$ cat src/rtl/pu_msp430_ram_arb_pkg.sv
// Shared types and constants for the MSP430 RAM arbiter.
// Holds arbiter state, access owner and the RAM read-enable code.
package pu_msp430_pkg;

  typedef enum logic {
    ARB,
    FORCE
  } state_t;

  typedef enum logic [1:0] {
    NONE,
    CPU,
    DMA
  } owner_t;

  localparam logic [1:0] RAM_WEN_READ = 2'b11;

endpackage

$ cat src/rtl/pu_msp430_ram_arb_if.sv
// CPU, DMA and RAM bus bundle for the MSP430 RAM arbiter.
// slave: arbiter side; master: requesters plus RAM macro.
interface pu_msp430_ram_arb_if #(
  parameter int ADDR_MSB = 6
);

  logic              cpu_en;
  logic [ADDR_MSB:0] cpu_addr;
  logic [1:0]        cpu_wen;
  logic [15:0]       cpu_din;
  logic [15:0]       cpu_dout;
  logic              cpu_wait;

  logic              dma_req;
  logic [ADDR_MSB:0] dma_addr;
  logic [1:0]        dma_wen;
  logic [15:0]       dma_din;
  logic              dma_gnt;
  logic              dma_resp;
  logic [15:0]       dma_dout;

  logic [ADDR_MSB:0] ram_addr;
  logic              ram_cen;
  logic [1:0]        ram_wen;
  logic [15:0]       ram_din;
  logic [15:0]       ram_dout;

  modport slave (
    input  cpu_en, cpu_addr, cpu_wen, cpu_din,
    output cpu_dout, cpu_wait,
    input  dma_req, dma_addr, dma_wen, dma_din,
    output dma_gnt, dma_resp, dma_dout,
    output ram_addr, ram_cen, ram_wen, ram_din,
    input  ram_dout
  );

  modport master (
    output cpu_en, cpu_addr, cpu_wen, cpu_din,
    input  cpu_dout, cpu_wait,
    output dma_req, dma_addr, dma_wen, dma_din,
    input  dma_gnt, dma_resp, dma_dout,
    input  ram_addr, ram_cen, ram_wen, ram_din,
    output ram_dout
  );

endinterface

$ cat src/rtl/pu_msp430_ram_arb_fair.sv
// DMA starvation guard: wait counter plus ARB/FORCE FSM.
// Ports: mclk, puc_rst_n, cpu_en, dma_req -> dma_gnt, cpu_wait.
module pu_msp430_ram_arb_fair
  import pu_msp430_pkg::*;
#(
  parameter int DMA_MAX_WAIT = 4
) (
  input  logic mclk,
  input  logic puc_rst_n,
  input  logic cpu_en,
  input  logic dma_req,
  output logic dma_gnt,
  output logic cpu_wait
);

  localparam int CW = $clog2(DMA_MAX_WAIT + 1);
  typedef logic [CW-1:0] cnt_t;
  localparam cnt_t CNT_MAX = cnt_t'(DMA_MAX_WAIT);

  state_t state_q, state_d;
  cnt_t   cnt_q, cnt_d;

  always_ff @(posedge mclk or negedge puc_rst_n) begin
    if (!puc_rst_n) begin
      state_q <= ARB;
      cnt_q   <= '0;
    end else begin
      state_q <= state_d;
      cnt_q   <= cnt_d;
    end
  end

  always_comb begin
    state_d  = ARB;
    cnt_d    = '0;
    dma_gnt  = 1'b0;
    cpu_wait = 1'b0;
    unique case (state_q)
      ARB:   dma_gnt = dma_req & ~cpu_en;
      FORCE: begin
        dma_gnt  = dma_req;
        cpu_wait = cpu_en;
      end
      default: ;
    endcase
    if (!puc_rst_n) begin
      dma_gnt  = 1'b0;
      cpu_wait = 1'b0;
    end
    // Refused cycles accumulate; the one that hits the
    // limit books a forced DMA slot for the next cycle.
    if (dma_req && !dma_gnt) begin
      cnt_d = cnt_q + cnt_t'(1);
      if (cnt_d == CNT_MAX)
        state_d = FORCE;
    end
  end

endmodule

$ cat src/rtl/pu_msp430_ram_arb.sv
// CPU/DMA arbiter in front of a single-port MSP430 RAM (mclk, puc_rst_n, bus).
// Macro PU_MSP430_RAM_ARB_DMA_EN enables the DMA port; else CPU only.
module pu_msp430_ram_arb
  import pu_msp430_pkg::*;
#(
  parameter int ADDR_MSB     = 6,
  parameter int MEM_SIZE     = 256,
  parameter int DMA_MAX_WAIT = 4
) (
  input  logic mclk,
  input  logic puc_rst_n,
  pu_msp430_ram_arb_if.slave bus
);

  localparam int unsigned MEM_WORDS = MEM_SIZE / 2;

  logic              dma_gnt;
  logic              cpu_wait;
  logic              sel_cpu;
  logic              sel_dma;
  logic              access;
  logic              hit;
  logic [ADDR_MSB:0] sel_addr;
  logic [1:0]        sel_wen;
  logic [15:0]       sel_din;

  owner_t      owner_d, owner_q;
  logic        rd_q;
  logic        hit_q;
  logic [15:0] rd_data;
  logic        cpu_ret;
  logic [15:0] cpu_dout_q;

`ifdef PU_MSP430_RAM_ARB_DMA_EN
  logic        dma_ret;
  logic [15:0] dma_dout_q;

  pu_msp430_ram_arb_fair #(
    .DMA_MAX_WAIT(DMA_MAX_WAIT)
  ) u_fair (
    .mclk     (mclk),
    .puc_rst_n(puc_rst_n),
    .cpu_en   (bus.cpu_en),
    .dma_req  (bus.dma_req),
    .dma_gnt  (dma_gnt),
    .cpu_wait (cpu_wait)
  );

  assign sel_dma  = dma_gnt;
  assign sel_cpu  = bus.cpu_en & ~cpu_wait & ~dma_gnt;
  assign sel_addr = sel_dma ? bus.dma_addr : bus.cpu_addr;
  assign sel_wen  = sel_dma ? bus.dma_wen : bus.cpu_wen;
  assign sel_din  = sel_dma ? bus.dma_din : bus.cpu_din;

  assign dma_ret       = (owner_q == DMA) & rd_q;
  assign bus.dma_resp  = (owner_q == DMA);
  assign bus.dma_dout  = dma_ret ? rd_data : dma_dout_q;

  always_ff @(posedge mclk or negedge puc_rst_n) begin
    if (!puc_rst_n)
      dma_dout_q <= '0;
    else if (dma_ret)
      dma_dout_q <= rd_data;
  end
`else
  assign dma_gnt      = 1'b0;
  assign cpu_wait     = 1'b0;
  assign sel_dma      = 1'b0;
  assign sel_cpu      = bus.cpu_en;
  assign sel_addr     = bus.cpu_addr;
  assign sel_wen      = bus.cpu_wen;
  assign sel_din      = bus.cpu_din;
  assign bus.dma_resp = 1'b0;
  assign bus.dma_dout = '0;
`endif

  assign bus.dma_gnt  = dma_gnt;
  assign bus.cpu_wait = cpu_wait;

  // Out-of-range requests are accepted but never reach the RAM.
  assign access = puc_rst_n & (sel_cpu | sel_dma);
  assign hit    = access & (32'(sel_addr) < MEM_WORDS);

  assign bus.ram_cen  = ~hit;
  assign bus.ram_addr = hit ? sel_addr : '0;
  assign bus.ram_wen  = hit ? sel_wen : RAM_WEN_READ;
  assign bus.ram_din  = hit ? sel_din : '0;

  always_comb begin
    owner_d = NONE;
    unique case (1'b1)
      !access:           owner_d = NONE;
      access && sel_dma: owner_d = DMA;
      access && !sel_dma: owner_d = CPU;
      default:           owner_d = NONE;
    endcase
  end

  always_ff @(posedge mclk or negedge puc_rst_n) begin
    if (!puc_rst_n) begin
      owner_q    <= NONE;
      rd_q       <= 1'b0;
      hit_q      <= 1'b0;
      cpu_dout_q <= '0;
    end else begin
      owner_q <= owner_d;
      rd_q    <= (sel_wen == RAM_WEN_READ);
      hit_q   <= hit;
      if (cpu_ret)
        cpu_dout_q <= rd_data;
    end
  end

  // Missed accesses read back as zero.
  assign rd_data      = hit_q ? bus.ram_dout : '0;
  assign cpu_ret      = (owner_q == CPU) & rd_q;
  assign bus.cpu_dout = cpu_ret ? rd_data : cpu_dout_q;

endmodule
$ cat src/flat_wrapper.sv
// flat-port wrapper written by rule: the top's interface ports become plain ports
module pu_msp430_ram_arb_flat import pu_msp430_pkg::*;
#(
  parameter int ADDR_MSB     = 6,
  parameter int MEM_SIZE     = 256,
  parameter int DMA_MAX_WAIT = 4
)
  (mclk, puc_rst_n, bus_cpu_en, bus_cpu_addr, bus_cpu_wen, bus_cpu_din, bus_cpu_dout, bus_cpu_wait, bus_dma_req, bus_dma_addr, bus_dma_wen, bus_dma_din, bus_dma_gnt, bus_dma_resp, bus_dma_dout, bus_ram_addr, bus_ram_cen, bus_ram_wen, bus_ram_din, bus_ram_dout);
  pu_msp430_ram_arb_if #(.ADDR_MSB(ADDR_MSB)) bus_i ();
  input  logic mclk;
  input  logic puc_rst_n;
  input wire logic [$bits(bus_i.cpu_en)-1:0] bus_cpu_en;
  input wire logic [$bits(bus_i.cpu_addr)-1:0] bus_cpu_addr;
  input wire logic [$bits(bus_i.cpu_wen)-1:0] bus_cpu_wen;
  input wire logic [$bits(bus_i.cpu_din)-1:0] bus_cpu_din;
  output wire logic [$bits(bus_i.cpu_dout)-1:0] bus_cpu_dout;
  output wire logic [$bits(bus_i.cpu_wait)-1:0] bus_cpu_wait;
  input wire logic [$bits(bus_i.dma_req)-1:0] bus_dma_req;
  input wire logic [$bits(bus_i.dma_addr)-1:0] bus_dma_addr;
  input wire logic [$bits(bus_i.dma_wen)-1:0] bus_dma_wen;
  input wire logic [$bits(bus_i.dma_din)-1:0] bus_dma_din;
  output wire logic [$bits(bus_i.dma_gnt)-1:0] bus_dma_gnt;
  output wire logic [$bits(bus_i.dma_resp)-1:0] bus_dma_resp;
  output wire logic [$bits(bus_i.dma_dout)-1:0] bus_dma_dout;
  output wire logic [$bits(bus_i.ram_addr)-1:0] bus_ram_addr;
  output wire logic [$bits(bus_i.ram_cen)-1:0] bus_ram_cen;
  output wire logic [$bits(bus_i.ram_wen)-1:0] bus_ram_wen;
  output wire logic [$bits(bus_i.ram_din)-1:0] bus_ram_din;
  input wire logic [$bits(bus_i.ram_dout)-1:0] bus_ram_dout;
  assign bus_i.cpu_en = bus_cpu_en;
  assign bus_i.cpu_addr = bus_cpu_addr;
  assign bus_i.cpu_wen = bus_cpu_wen;
  assign bus_i.cpu_din = bus_cpu_din;
  assign bus_cpu_dout = bus_i.cpu_dout;
  assign bus_cpu_wait = bus_i.cpu_wait;
  assign bus_i.dma_req = bus_dma_req;
  assign bus_i.dma_addr = bus_dma_addr;
  assign bus_i.dma_wen = bus_dma_wen;
  assign bus_i.dma_din = bus_dma_din;
  assign bus_dma_gnt = bus_i.dma_gnt;
  assign bus_dma_resp = bus_i.dma_resp;
  assign bus_dma_dout = bus_i.dma_dout;
  assign bus_ram_addr = bus_i.ram_addr;
  assign bus_ram_cen = bus_i.ram_cen;
  assign bus_ram_wen = bus_i.ram_wen;
  assign bus_ram_din = bus_i.ram_din;
  assign bus_i.ram_dout = bus_ram_dout;
  pu_msp430_ram_arb #(.ADDR_MSB(ADDR_MSB), .MEM_SIZE(MEM_SIZE), .DMA_MAX_WAIT(DMA_MAX_WAIT)) u_core (.mclk(mclk), .puc_rst_n(puc_rst_n), .bus(bus_i));
endmodule
$ cat config.mk
export PLATFORM = sky130hd
export DESIGN_NAME = pu_msp430_ram_arb_flat
export DESIGN_NICKNAME = d
export VERILOG_FILES = /design/src/rtl/pu_msp430_ram_arb_pkg.sv /design/src/rtl/pu_msp430_ram_arb_if.sv /design/src/rtl/pu_msp430_ram_arb_fair.sv /design/src/rtl/pu_msp430_ram_arb.sv /design/src/flat_wrapper.sv
export SDC_FILE = /design/constraint.sdc
export NUM_CORES = 1
export LEC_CHECK = 0
export ABC_AREA = 0
export BUFFER_PORTS_ARGS = -buffer_cell sky130_fd_sc_hd__buf_2
export CAP_MARGIN = 20
export CORE_MARGIN = 8
export CORE_UTILIZATION = 31
export DETAILED_ROUTE_END_ITERATION = 10
export PLACE_DENSITY = 0.91
export SETUP_SLACK_MARGIN = 0.3
export SLEW_MARGIN = 30
export SYNTH_ARGS = -nofsm -noshare
export SYNTH_HDL_FRONTEND = slang
export SYNTH_HIERARCHICAL = 1
export SYNTH_SLANG_ARGS = --single-unit
$ cat constraint.sdc
create_clock -name mclk -period 1.4 [get_ports mclk]
set_input_delay 0.07 -clock mclk [delete_from_list [all_inputs] [get_ports mclk]]
set_output_delay 0.07 -clock mclk [all_outputs]
set_load 0.01 [all_outputs]
* Yosys cells after proc, flatten, opt, wreduce, memory -nomap -nowiden
Index checks and enable logic that the tools add are counted.
Word-level totals: bits in registers 20, bits in latches 0, bits in writable memories 0, ROM bits 0, input port bits 70, output and inout port bits 61, word-level logic and storage cells 15, memories kept 0
Operators by class: add/sub/neg operators 0, multipliers 0, divide/modulo/power cells 0, magnitude comparators 0, equality and inequality tests 2, shift operators 0, mux-type cells 6, bitwise gates (word level) 3, reduce and logical (&&, ||, !) cells 0
Operators with widths (count):
- $mux W16 | 3
- $mux W7 | 1
- $and A1 B1 Y1 | 2
- $eq A2 B1 Y1 const B | 1
- $eq A2 B2 Y1 const B | 1
- $mux W2 | 1
- $mux W1 | 1
- $not A1 Y1 | 1

* Logic depth before layout (Yosys ltp)
Gate-level depths: netlist of run 1.
depth in word-level cells 3, gate-level depth with buffers 3, mapped depth without buffers 2

* Worst setup path after synthesis of run 1
OpenSTA, ideal clock, no wires.
path kind flip-flop to flip-flop, from register u_core.rd_q, to register u_core.cpu_dout_q[10], setup time 0.133 ns, arrival 0.993 ns, data required time 1.267 ns, setup slack 0.274 ns, stages on the path, launching flop included 4, buffers on the path 1, period minus slack after synthesis 1.126 ns, path through dfrtp_1 > nand2_2 > buf_6 > mux2_4
Between the ends: longest elaborated chain between the ends 2
Ends and longest elaborated chain:
- from (decl) | line pu_msp430_ram_arb.sv:28 | logic rd_q;
- from (signal assigned) | line pu_msp430_ram_arb.sv:107 | rd_q <= (sel_wen == RAM_WEN_READ);
- $and A1 B1 Y1 | line pu_msp430_ram_arb.sv:116 | assign cpu_ret = (owner_q == CPU) & rd_q;
- $mux W16
- named net bus_cpu_dout[10] | line flat_wrapper.sv:16 | output wire logic [$bits(bus_i.cpu_dout)-1:0] bus_cpu_dout;
- to (signal assigned) | line pu_msp430_ram_arb.sv:110 | cpu_dout_q <= rd_data;
- to (decl) | line pu_msp430_ram_arb.sv:32 | logic [15:0] cpu_dout_q;
The timed path passes the listed nets, and every way through them passes these cells.

* Final worst setup path of run 1
from register u_core.rd_q, to output bus_cpu_dout[4]
Between the ends: longest elaborated chain between the ends 2
Ends and longest elaborated chain (line):
- $and A1 B1 Y1 | pu_msp430_ram_arb.sv:116
- $mux W16
- to (decl) | flat_wrapper.sv:16
No other way between the ends.

==> flow_summary.ini, run 1 <==
[status]
outcome = complete, but fails checks
violations = negative setup slack

[clock_network]
clock-sinks = 18
cts_tree = yes
insertion_delay_ps = 280
numCtsBuffers = 3
cts_htree_levels = 1
cts.clk_slew.worst_paths_ps = 90
cts-root-buf = clkbuf_4
ctsLongestPathBuffers = 2

[critical_path]
arrival_ps = 1400
setup.worst_path.class = flop to output pin
timing.critical_path.cells = nand2_4, buf_12, mux2_4, buf_6
crit_required_ps = 1330
cp_max_fo = 8
startpoint_type = flop
cp-end-kind = output pin
crit_path_top_delay_cell = dfrtp_1
worst-path-buf-inv = 2
cp_top_family = flip-flops
cpPeakStageDelay_ps = 410

[synthesis]
netlist_area_mm2 = 0.00102
synth.distinct_cells = 13
seq_area_frac_synth_pct = 44.3
avgSynthCellArea_um2 = 11.6
synthCells = 88
yosysWarnings = 6
ys_ff_latch = 18

[floorplan]
chipHeight_um = 73.3
placementRows = 21
core-area_mm2 = 0.00323
die_area_mm2 = 0.00537
ios = 131
initial_core_util_pct = 31.5
die_x_um = 73.3

[detailed_routing]
vias = 958
drt_pass1_iterations = 3
first_iter_violations = 72
ant_nets = 0
vias_per_cell = 4.18
route.detailed.drc = 0
routed_wl_um = 3160
wl_per_cell_um = 13.8

[pwr]
irDropWorstVdd_uv = 313
power.density_mw_per_mm2 = 1010
p_int_mw = 1.25
p_sw_share_pct = 27.6
p_sw_mw = 0.476
clkPwrFrac_pct = 17.7
seqPwrFrac_pct = 38.2
leakage_nw = 1.07
power_frac_comb_pct = 44.2
finalPower_mw = 1.72

[timing]
finalHoldViolations = 0
clock_skew_ps = 4.60
rsz0062_at_grt = true
period_share_pct = 105
fmax_mhz = 679
slew_viol_final = 0
setup_viol = 16
period_needed_ps = 1470
worst_slack_ps = -73.8

[placed_design]
hpwl_um = 2520
port_buffers = 85
pre_cts_slack_ps = 206
routabilityCongestion = 0.670
dp.cells = 216

[finish]
finalNetCount = 254
postLayoutCoreUtil_pct = 52.8
drive_gt1_share_pct = 64.5
diodes = 0
final_cell_count_no_fill = 229
areaGrowthSynthToFinish_pct = 67.7
n_fill_cell = 288

[global_routing]
grtUsageTotal_pct = 11.8
grt_pass1_wl_um = 4990
gr-total-overflow = 0
antenna_found_initial = 0
grt_pass1_vias = 1150
grt_max_degree = 25

[worst_hold_path]
holdCritPathClass = input pin to flop

[job]
maxCapViolCount = 0
==> cells in the mapped netlist <==
library cell  instances  area (um^2)
and3_1               23          144
and2_1                1         6.26
or2_2                 2         12.5
dfrtp_1              18          450
nand2_1               1         3.75
nand2_2               1         6.26
buf_6                 1         11.3
mux2_4               10          150
conb_1                1         3.75
buf_4                19          143
clkbuf_1              4         15.0
inv_1                 1         3.75
mux2_2                6         67.6
==> power groups by stage <==
stage	Sequential (mW)	Combinational [mW]	Clock (mW)
2_1_floorplan	0.651	0.333	0
3_3_place_gp	0.656	0.503	0
3_5_place_dp	0.664	0.520	0
4_1_cts	0.657	0.726	0.319
5_1_grt	0.667	0.822	0.328
6_report	0.658	0.761	0.304
==> cell type report <==
| cell class | instances | area [um^2] | area share [%] |
|---|---|---|---|
| repair buffers | 97 | 668 | 39.2 |
| multi-input cells | 63 | 489 | 28.7 |
| flip-flops and latches | 18 | 450 | 26.4 |
| well taps | 46 | 57.6 | 3.37 |
| clock buffers | 4 | 36.3 | 2.13 |
| inverters | 1 | 3.75 | 0.220 |
==> layer usage <==
layer  track usage, %  vias to the layer above  routed length (um)  part of all wire [%]
met5                0                        -                   0                     0
met4             4.67                        0                  25                  0.79
met3             3.82                        2                 326                    10
met2             21.9                       63                1680                    53
met1             11.6                      444                1130                    36
li1                 -                      449                   -                     -
==> registers in the layout, summed over array words and instances, names as in the netlist <==
signal,flops
u_core/cpu_dout_q,16
u_core/hit_q,1
u_core/rd_q,1
==> cell families after synthesis <==
group / synth area share (%)
buffers and inverters: 17.0
DFF: 44.3
muxes: 21.4
other: 0.369
and+or+nand+nor: 17.0
==> path summary, 6_finish.rpt <==
| kind | from | end | slack (ps) | cells after the start |
|---|---|---|---|---|
| max | u_core/rd_q | bus_cpu_dout[4] | -70 | 4 |
| max in group asynchronous | puc_rst_n | u_core/cpu_dout_q[7] | 710 | 3 |
| min | bus_cpu_wen[1] | u_core/rd_q | 10 | 2 |
| min reg2reg | u_core/cpu_dout_q[13] | u_core/cpu_dout_q[13] | 510 | 1 |
| max reg2reg | u_core/rd_q | u_core/cpu_dout_q[1] | 90 | 5 |
| min in group asynchronous | puc_rst_n | u_core/cpu_dout_q[4] | 250 | 2 |
==> repair_timing <==
| item | CTS | global route |
|---|---|---|
| pin swaps | 1 | 1 |
| gates cloned | 1 | 0 |
| setup endpoints to repair | 21 | 32 |
| hold buffers | 2 | 0 |
| buffers inserted | 4 | 2 |
| hold endpoints to repair | 19 | 0 |
| resized for setup | 24 | 4 |
==> metrics by stage <==
step / cell area [um^2] / hold WS, ps / TNS (ps)
2_1_floorplan: 1090 / -226 / 0
4_1_cts: 1680 / 1.56 / -1020
6_report: 1710 / 11.0 / -924
3_5_place_dp: 1430 / -76.9 / 0
5_1_grt: 1710 / 14.5 / -1650
3_3_place_gp: 1430 / -75.7 / 0
==> placed cells by master (no fill, tap or decap), drive strengths merged <==
cell type / n
conb: 19
nand2: 2
dlygate4sd3: 2
mux2: 16
or2: 2
dfrtp: 18
and3: 23
buf: 95
and2: 1
clkbuf: 4
inv: 1
(Power assumes the default switching activity.)
==> run 2: changes to the inputs <==
--- a/config.mk
+++ b/config.mk
@@ -8,6 +8,7 @@
 export ABC_AREA = 0
 export BUFFER_PORTS_ARGS = -buffer_cell sky130_fd_sc_hd__buf_2
 export CAP_MARGIN = 20
+export CORE_ASPECT_RATIO = 0.9
 export CORE_MARGIN = 8
 export CORE_UTILIZATION = 31
 export DETAILED_ROUTE_END_ITERATION = 10
==> flow_summary.ini, run 2 (synthesis results as in run 1) <==
[detailed_routing]
routed_wl_um = 3520
ant_nets = 0
vias_per_cell = 4.10
route.detailed.drc = 0
wl_per_cell_um = 15.5
drt_pass1_iterations = 2
first_iter_violations = 29
vias = 931

[finish]
drive_gt1_share_pct = 63.8
layout_commonest_cell = buf_2
ff_latch_area_um2 = 450
top_register = u_core/cpu_dout_q
n_fill_cell = 267
largest_reg_flops = 16
multi_input_area_um2 = 489
finalNetCount = 256
areaGrowthSynthToFinish_pct = 69.4
diodes = 0
largest_registers = u_core/cpu_dout_q x16, u_core/hit_q x1, u_core/rd_q x1
final_area_mm2 = 0.00172
final_cell_mix = buf_2 (69), and3_1 (23), buf_6 (20)

[critical_path]
setup.worst_path.class = flop to output pin
worstRegToRegCells = 5
setup.worst_path.start = u_core/hit_q
startpoint_type = flop
reg2reg_from = u_core/hit_q
reg2reg_slack_ps = 90
cp_max_fo = 8
crit_path_end = bus_cpu_dout[15]
r2r-end = u_core/cpu_dout_q[6]
crit_required_ps = 1330
arrival_ps = 1400
cp-end-kind = output pin

[pwr]
leakage_nw = 1.09
power.density_mw_per_mm2 = 1020
irDropWorstVdd_uv = 566

[placed_design]
port_buffers = 85
place_area_mm2 = 0.00143
routabilityCongestion = 0.710
hpwl_um = 2570

[timing]
whs_ps = 23.5
slew_viol_final = 0
period_needed_ps = 1470
period_share_pct = 105
rsz0062_at_grt = true
clock_skew_ps = 4.48
finalHoldViolations = 0
setup_viol = 16
worst_slack_ps = -72.3
tightestPinTransition_ps = 703
relSlewSlack_pct = 53.1
fmax_mhz = 679

[job]
maxCapViolCount = 0

[clock_network]
clock-sinks = 18
cts_tree = yes
ctsLongestPathBuffers = 2
cts-root-buf = clkbuf_4
cts_hold_buf = 4
cts.clk_slew.worst_paths_ps = 100
cts_htree_levels = 1
insertion_delay_ps = 290
numCtsBuffers = 3

[floorplan]
chipHeight_um = 70.3
die_x_um = 76.4
initial_core_util_pct = 32.9
placementRows = 19
core-area_mm2 = 0.00309
ios = 131
die_area_mm2 = 0.00537

[global_routing]
gr-total-overflow = 0
grt_pass1_wl_um = 5590
grt_max_degree = 25
grtUsageTotal_pct = 12.6
grt_pass1_vias = 1064
antenna_found_initial = 0

[worst_hold_path]
hp-start = bus_ram_dout[3]
holdCritPathClass = input pin to flop

[status]
violations = negative setup slack
outcome = complete, but fails checks
## run 2: cell count changes in the layout (fill, tap and decap cells not counted)
cell,previous run,this run
dlygate4sd3_1,2,3
dlymetal6s4s_1,0,1
## run 2: final cells by class
cell class,count,area share (%)
Timing Repair Buffer,99,40.1
Multi-Input combinational cell,63,28.4
Sequential cell,18,26.1
Tap cell,42,3.05
Clock buffer,4,2.11
Inverter,1,0.218
## run 2: worst min-delay path by stage
stage | end | depth (start not counted)
floorplan | u_core/cpu_dout_q[0] | 0
global placement | u_core/hit_q | 2
detailed placement | u_core/hit_q | 2
CTS | u_core/cpu_dout_q[11] | 2
global route | u_core/cpu_dout_q[11] | 2
finish | u_core/cpu_dout_q[3] | 2
## run 2: layer usage
metal  part of all wire [%]  up-vias  wire, um  global-route usage, %
met5                      0        -         0                      0
met4                   0.63        0        22                   2.56
met3                    4.5        2       158                   3.58
met2                     57       35      1990                   24.7
met1                     38      441      1340                   12.9
li1                       -      453         -                      -
## run 2: worst max-delay path: stages (launching register included)
cell and delay [ps]:
dfrtp_1 400, nand2_4 110, buf_12 150, mux2_4 320
buf_6 130
## run 2: through the flow
stage | std cells | util [%] | TNS [ps] | worst slack (ps) | power (mW)
floorplan | 106 | - | 0 | 283 | 0.985
global placement | 212 | 46.2 | 0 | 232 | 1.16
detailed placement | 212 | 46.2 | 0 | 212 | 1.18
CTS | 224 | 54.5 | -1240 | -86.9 | 1.71
global route | 227 | 55.7 | -2050 | -138 | 1.88
finish | 227 | 55.7 | -990 | -72.3 | 1.76
## run 2: repair_timing
| action | in CTS | in global routing |
|---|---|---|
| pin swaps | 1 | 0 |
| setup buffers | 3 | 3 |
| setup endpoints to repair | 22 | 48 |
| resized for setup | 24 | 5 |
| endpoints found under the hold margin | 19 | 1 |
| cloned | 1 | 0 |
## run 2: power breakdown
part / switching [mW] / internal [mW] / leakage (nW)
combinational: 0.309 / 0.477 / 0.856
clock: 0.155 / 0.158 / 0.0210
sequential: 0.0347 / 0.623 / 0.212
total: 0.499 / 1.26 / 1.09
